--- config.mk ---
export PLATFORM = sky130hd
export DESIGN_NAME = game_status_tracker_flat
export DESIGN_NICKNAME = d
export VERILOG_FILES = /design/src/rtl/game_status_tracker_if.sv /design/src/rtl/game_status_tracker.sv /design/src/flat_wrapper.sv
export SDC_FILE = /design/constraint.sdc
export NUM_CORES = 1
export LEC_CHECK = 0
export ABC_AREA = 1
export CAP_MARGIN = 40
export CORE_MARGIN = 2
export CORE_UTILIZATION = 58
export DETAILED_ROUTE_END_ITERATION = 6
export GPL_ROUTABILITY_DRIVEN = 0
export MAX_ROUTING_LAYER = met4
export PLACE_DENSITY = 0.8
export RECOVER_POWER = 25
export SYNTH_ARGS = -nofsm -noshare
export SYNTH_HDL_FRONTEND = slang
export SYNTH_SLANG_ARGS = --single-unit
export TNS_END_PERCENT = 20
--- constraint.sdc ---
create_clock -name Clk -period 5.7 [get_ports Clk]
set_clock_uncertainty 0.2 [all_clocks]
set_input_delay 0.57 -clock Clk [delete_from_list [all_inputs] [get_ports Clk]]
set_output_delay 0.57 -clock Clk [all_outputs]
set_load 0.03 [all_outputs]
--- src/rtl/game_status_tracker_if.sv ---
// Status bundle between the game state controller / HUD side and the outcome tracker.
// Latency: pure wiring, no storage.
// Backpressure: none; phase levels and hit pulses are sampled every cycle.
interface game_status_tracker_if;
    logic        start;
    logic        play;
    logic        gameover;
    logic        enemy_hit;
    logic        ship_hit;
    logic        done;
    logic        win;
    logic [1:0]  lives;
    logic [5:0]  enemies_left;
    logic [15:0] score;
    logic        invuln;

    // Controller / HUD side: drives phase and hit events, consumes status.
    modport master (
        output start, play, gameover, enemy_hit, ship_hit,
        input  done, win, lives, enemies_left, score, invuln
    );

    // Tracker side.
    modport slave (
        input  start, play, gameover, enemy_hit, ship_hit,
        output done, win, lives, enemies_left, score, invuln
    );
endinterface

--- src/rtl/game_status_tracker.sv ---
// Per-game outcome tracker: lives, enemies remaining, saturating BCD score, respawn invulnerability.
// Latency: all outputs registered; hit effects show next cycle, done/win one cycle after a terminal count.
// Backpressure: none; hits are consumed or ignored in the cycle they arrive. Define BONUS_LIFE_EN for a one-off extra life at 1000 points.
module game_status_tracker #(
    parameter int NUM_ENEMIES      = 40,
    parameter int NUM_LIVES        = 3,
    parameter int RESPAWN_CYCLES   = 100000000,
    parameter int POINTS_PER_ENEMY = 50
) (
    input  logic                 Clk,
    input  logic                 Reset,
    game_status_tracker_if.slave gs
);
    localparam int              CW           = (RESPAWN_CYCLES > 1) ? $clog2(RESPAWN_CYCLES) : 1;
    localparam logic [CW-1:0]   CNT_LOAD     = CW'(RESPAWN_CYCLES - 1);
    localparam logic [1:0]      LIVES_INIT   = 2'(NUM_LIVES);
    localparam logic [5:0]      ENEMIES_INIT = 6'(NUM_ENEMIES);
    // Kill reward converted once from decimal to packed BCD.
    localparam logic [15:0]     PTS_BCD      = {4'((POINTS_PER_ENEMY / 1000) % 10),
                                                4'((POINTS_PER_ENEMY / 100) % 10),
                                                4'((POINTS_PER_ENEMY / 10) % 10),
                                                4'(POINTS_PER_ENEMY % 10)};

    typedef enum logic [1:0] {IDLE, ACTIVE, RESPAWN, FINISHED} state_t;

    state_t        state_q, state_d;
    logic          done_q, done_d;
    logic          win_q, win_d;
    logic          invuln_q, invuln_d;
    logic [1:0]    lives_q, lives_d;
    logic [5:0]    enemies_q, enemies_d;
    logic [15:0]   score_q, score_d;
    logic [CW-1:0] cnt_q, cnt_d;
`ifdef BONUS_LIFE_EN
    logic          bonus_q, bonus_d;
`endif

    logic          enemy_take;
    logic          ship_take;
    logic [2:0]    lives_n;
    logic [16:0]   add_res;
    logic [15:0]   score_sum;

    // Four-digit BCD add; bit 16 is the carry out of the thousands digit.
    function automatic logic [16:0] bcd_add(input logic [15:0] a, input logic [15:0] b);
        logic [4:0]  dsum;
        logic        c;
        logic [15:0] r;
        c = 1'b0;
        r = '0;
        for (int i = 0; i < 4; i++) begin
            dsum = {1'b0, a[i*4 +: 4]} + {1'b0, b[i*4 +: 4]} + {4'd0, c};
            if (dsum > 5'd9) begin
                dsum = dsum + 5'd6;
                c    = 1'b1;
            end else begin
                c    = 1'b0;
            end
            r[i*4 +: 4] = dsum[3:0];
        end
        return {c, r};
    endfunction

    assign add_res   = bcd_add(score_q, PTS_BCD);
    assign score_sum = add_res[16] ? 16'h9999 : add_res[15:0];

    // Next-state: game phase, counters and score for the coming cycle.
    always_comb begin
        state_d    = state_q;
        done_d     = done_q;
        win_d      = win_q;
        invuln_d   = invuln_q;
        lives_d    = lives_q;
        enemies_d  = enemies_q;
        score_d    = score_q;
        cnt_d      = cnt_q;
`ifdef BONUS_LIFE_EN
        bonus_d    = bonus_q;
`endif
        enemy_take = 1'b0;
        ship_take  = 1'b0;
        lives_n    = {1'b0, lives_q};
        case (state_q)
            IDLE: begin
                if (gs.start) begin
                    lives_d   = LIVES_INIT;
                    enemies_d = ENEMIES_INIT;
                    score_d   = 16'h0000;
                    done_d    = 1'b0;
                    win_d     = 1'b0;
`ifdef BONUS_LIFE_EN
                    bonus_d   = 1'b0;
`endif
                end
                if (gs.play) begin
                    state_d = ACTIVE;
                end
            end
            ACTIVE, RESPAWN: begin
                if (!gs.play) begin
                    // Controller aborted the game: park, keep counters until the next start.
                    state_d  = IDLE;
                    invuln_d = 1'b0;
                    cnt_d    = '0;
                end else if (enemies_q == 6'd0 || lives_q == 2'd0) begin
                    // Terminal counts seen last cycle; a cleared wave beats an empty life count.
                    state_d  = FINISHED;
                    done_d   = 1'b1;
                    win_d    = (enemies_q == 6'd0);
                    invuln_d = 1'b0;
                    cnt_d    = '0;
                end else begin
                    enemy_take = gs.enemy_hit;
                    // The last enemy falling wins the game, so a coincident ship hit is dropped.
                    ship_take  = gs.ship_hit && (state_q == ACTIVE) &&
                                 !(gs.enemy_hit && enemies_q == 6'd1);
                    if (enemy_take) begin
                        enemies_d = enemies_q - 6'd1;
                        score_d   = score_sum;
                    end
                    if (ship_take) begin
                        lives_n = lives_n - 3'd1;
                    end
`ifdef BONUS_LIFE_EN
                    if (enemy_take && !bonus_q && score_q[15:12] == 4'd0 && score_sum[15:12] != 4'd0) begin
                        bonus_d = 1'b1;
                        if (lives_n < 3'd3) begin
                            lives_n = lives_n + 3'd1;
                        end
                    end
                    lives_d = lives_n[1:0];
`else
                    lives_d = lives_n[1:0];
`endif
                    if (state_q == RESPAWN) begin
                        if (cnt_q == '0) begin
                            state_d  = ACTIVE;
                            invuln_d = 1'b0;
                        end else begin
                            cnt_d = cnt_q - CW'(1);
                        end
                    end
                    if (ship_take && lives_n != 3'd0) begin
                        state_d  = RESPAWN;
                        cnt_d    = CNT_LOAD;
                        invuln_d = 1'b1;
                    end
                end
            end
            FINISHED: begin
                if (gs.start) begin
                    state_d = IDLE;
                    done_d  = 1'b0;
                    win_d   = 1'b0;
                end
            end
            default: state_d = IDLE;
        endcase
    end

    // State register; reset clears everything to the power-on game setup.
    always_ff @(posedge Clk or negedge Reset) begin
        if (!Reset) begin
            state_q   <= IDLE;
            done_q    <= 1'b0;
            win_q     <= 1'b0;
            invuln_q  <= 1'b0;
            lives_q   <= LIVES_INIT;
            enemies_q <= ENEMIES_INIT;
            score_q   <= 16'h0000;
            cnt_q     <= '0;
`ifdef BONUS_LIFE_EN
            bonus_q   <= 1'b0;
`endif
        end else begin
            state_q   <= state_d;
            done_q    <= done_d;
            win_q     <= win_d;
            invuln_q  <= invuln_d;
            lives_q   <= lives_d;
            enemies_q <= enemies_d;
            score_q   <= score_d;
            cnt_q     <= cnt_d;
`ifdef BONUS_LIFE_EN
            bonus_q   <= bonus_d;
`endif
        end
    end

    assign gs.done         = done_q;
    assign gs.win          = win_q;
    assign gs.invuln       = invuln_q;
    assign gs.lives        = lives_q;
    assign gs.enemies_left = enemies_q;
    assign gs.score        = score_q;

    // The controller may only enter GAMEOVER once this block reports done.
    gameover_needs_done: assert property (@(posedge Clk) disable iff (!Reset) $rose(gs.gameover) |-> gs.done);

endmodule

--- src/flat_wrapper.sv ---
// flat-port wrapper written by rule: the top's interface ports become plain ports
module game_status_tracker_flat 
#(
    parameter int NUM_ENEMIES      = 40,
    parameter int NUM_LIVES        = 3,
    parameter int RESPAWN_CYCLES   = 100000000,
    parameter int POINTS_PER_ENEMY = 50
)
  (Clk, Reset, gs_start, gs_play, gs_gameover, gs_enemy_hit, gs_ship_hit, gs_done, gs_win, gs_lives, gs_enemies_left, gs_score, gs_invuln);
  game_status_tracker_if gs_i ();
  input  logic Clk;
  input  logic Reset;
  input wire logic [$bits(gs_i.start)-1:0] gs_start;
  input wire logic [$bits(gs_i.play)-1:0] gs_play;
  input wire logic [$bits(gs_i.gameover)-1:0] gs_gameover;
  input wire logic [$bits(gs_i.enemy_hit)-1:0] gs_enemy_hit;
  input wire logic [$bits(gs_i.ship_hit)-1:0] gs_ship_hit;
  output wire logic [$bits(gs_i.done)-1:0] gs_done;
  output wire logic [$bits(gs_i.win)-1:0] gs_win;
  output wire logic [$bits(gs_i.lives)-1:0] gs_lives;
  output wire logic [$bits(gs_i.enemies_left)-1:0] gs_enemies_left;
  output wire logic [$bits(gs_i.score)-1:0] gs_score;
  output wire logic [$bits(gs_i.invuln)-1:0] gs_invuln;
  assign gs_i.start = gs_start;
  assign gs_i.play = gs_play;
  assign gs_i.gameover = gs_gameover;
  assign gs_i.enemy_hit = gs_enemy_hit;
  assign gs_i.ship_hit = gs_ship_hit;
  assign gs_done = gs_i.done;
  assign gs_win = gs_i.win;
  assign gs_lives = gs_i.lives;
  assign gs_enemies_left = gs_i.enemies_left;
  assign gs_score = gs_i.score;
  assign gs_invuln = gs_i.invuln;
  game_status_tracker #(.NUM_ENEMIES(NUM_ENEMIES), .NUM_LIVES(NUM_LIVES), .RESPAWN_CYCLES(RESPAWN_CYCLES), .POINTS_PER_ENEMY(POINTS_PER_ENEMY)) u_core (.Clk(Clk), .Reset(Reset), .gs(gs_i));
endmodule
==> impl_metrics.ini <==
[clock_tree]
clk_pin_slew_worst_paths_ns = 0.11
cts_max_path_buffers = 2
post-cts-setup-buffers = 0
root_buffer = clkbuf_8
holdBufCountCts = 0
tritoncts = built
cts_htree_levels = 2
cts_resized = 0
cts_buffers = 5
cts_sinks = 56
clk_latency_ns = 0.31

[worst_setup_path]
cpMaxStageDelayCell = dfrtp_1
cp.required_ns = 5.76
crit_path_end_kind = register
worstSetupStartpointType = register
slowest_delay_ns = 0.42
path_max_fanout = 7
crit_chain = o21ai_0 > ha_1 > inv_1 > ha_1 > xor2_1 > and2_1 > o21ai_0 > ha_1 > ha_1 > xnor2_1 > nand2_1 > nand2_1 > nand2_1 > ha_1 > ha_1 > xnor2_1 > nand2_1 > nand2_1 > inv_1 > nor2_2 > o21ai_0 > nand2_1
path_class = register to register
crit_arrival_ns = 4.70

[power]
p_leak_nw = 2.19
p_per_area_nw_per_um2 = 610
ir_drop_v = 0.000377

[logic_synthesis]
ys_seq_elements = 56
yosysWarnings = 0
synthFlopType = dfrtp_1
async_reset_ff_share_pct = 100
yosysSeqAreaShare_pct = 37.1
synth_edf_count = 0
synth.top_cell.area_share_pct = 34.3
synth.most_common_cell = nand2_1
syn_inst = 514
avgSynthCellArea_um2 = 7.38
synthTopCellsByCount = nand2_1, nor2_1, inv_1, dfrtp_1, o21ai_0
syn-num-nets = 540
synth_top_area_cell = dfrtp_1
synthTopCellsByArea = dfrtp_1, nand2_1, ha_1
netlist_area_um2 = 3790
ys_types = 36

[final_layout]
finalNetCount = 571
syn_to_final_growth_pct = 13.3
regArea_um2 = 1410
fill_cells = 548
post-route-util_pct = 67.7
antenna_cells = 0
drive_above_1_share_pct = 8.24
multiInputGateArea_um2 = 2100

[sta]
maxSlewHeadroom_pct = -96.7
drv_slew = 57
tns_ns = 0
worst_pin_slew_ns = 2.95
min_period_over_period_pct = 81.3
fmax_mhz = 216
finalHoldViolations = 0
finalSetupViolations = 0
min_period_ns = 4.64
rsz0062_at_grt = false

[global_route]
grt_max_degree = 57
track_usage_pct = 25.3
gr-max-usage-layer = met2
met1_usage_pct = 32.5
antenna_found_initial = 0
met3_usage_pct = 4.57
gr-usage-met2_pct = 41.4
grt-ovfl-total = 0
grt_pass1_wl_um = 14600
grt_pass1_vias = 3324

[floorplan]
core_area_um2 = 6350
fp.dieH_um = 84.9
rows = 29
die-area_um2 = 7210
start_util_pct = 59.8
ios = 34
fp.dieW_um = 84.9

[route]
drc = 0
vias = 3341
postRouteAntennaNets = 0
drt-wirelength-per-cell_um = 13.3
finalWirelength_um = 8260
drt_iter0_drc = 254
first_pass_iters = 5
via_per_inst = 5.36

[run]
drv_cap = 1

[status]
violations = capacitance limit, slew limit
status = complete, but fails checks

[place]
portBuffers = 32
hpwl_um = 5840

[worst_hold_path]
hold_class = register to register
## layout make-up
type | count | share of cell area, %
clock buffer | 5 | 1.60
clock inverter | 3 | 2.10
inverter | 59 | 5.15
multi-input combinational | 390 | 48.8
sequential | 56 | 32.7
tap | 77 | 2.24
timing repair buffer | 33 | 7.42
## registers in the layout, indices dropped and copies added, names as in the netlist
name	count
u_core.cnt_q	27
u_core.gs.score	16
u_core.gs.enemies_left	6
u_core.gs.lives	2
u_core.state_q	2
u_core.gs.done	1
u_core.gs.invuln	1
u_core.gs.win	1
## power breakdown
part | switching, mW | internal [mW]
logic | 1.04 | 0.546
registers | 0.143 | 0.540
clock network | 0.137 | 0.220
## layer usage
metal | wire, um | vias to the layer above
met5 | 0 | -
met1 | 3720 | 1543
met4 | 110 | 0
met2 | 4010 | 78
li1 | - | 1707
met3 | 411 | 13
## cells by family after synthesis
| logic type | synth area share [%] |
|---|---|
| compound gates | 13.6 |
| xor+xnor | 4.62 |
| fa+ha+maj | 6.26 |
| buf+inv | 7.68 |
| flops | 37.1 |
| simple gates | 30.8 |
## placed cells by master (no fill, tap or decap), drive strengths merged, types with 10 or more instances in the layout
cell	count
a21oi	20
clkdlybuf4s50	31
dfrtp	52
ha	19
inv	59
nand2	146
nand3	30
nand4	10
nor2	68
o21ai	58
xor2	11
## worst max-delay path: cells and delay by family (launching register included)
kind,cells,cell delay [ns]
AND/OR/NAND/NOR,8,1.08
adder cells (fa/ha/maj),6,1.28
buffers and inverters,2,0.23
XOR/XNOR,3,0.57
AO/OA/AOI/OAI,3,0.79
flip-flops,1,0.42
## final timing paths
path                       cells past startpoint                      startpoint  slack, ns                               to
hold / removal                                 2    u_core.gs.invuln$_DFFE_PN0P_       0.28     u_core.gs.invuln$_DFFE_PN0P_
max in group asynchronous                      2                           Reset       2.53     u_core.cnt_q[12]$_DFFE_PN0P_
min in group asynchronous                      2                           Reset       1.09      u_core.cnt_q[4]$_DFFE_PN0P_
hold reg to reg                                2    u_core.gs.invuln$_DFFE_PN0P_       0.28     u_core.gs.invuln$_DFFE_PN0P_
setup reg to reg                              22  u_core.gs.score[1]$_DFFE_PN0P_       1.06  u_core.gs.score[10]$_DFFE_PN0P_
setup / recovery                              22  u_core.gs.score[1]$_DFFE_PN0P_       1.06  u_core.gs.score[10]$_DFFE_PN0P_
## per-stage QoR
stage	cells	hold slack [ns]	setup slack (ns)	area [um2]	power, mW
2_1_floorplan	514	0.0744	1.56	3790	1.92
3_3_place_gp	615	0.259	1.28	4140	2.21
3_5_place_dp	615	0.258	1.10	4140	2.26
4_1_cts	623	0.212	1.07	4300	2.63
5_1_grt	623	0.309	0.588	4300	2.89
6_report	623	0.277	1.06	4300	2.62
Note: power is estimated with default switching activity, not from simulation.
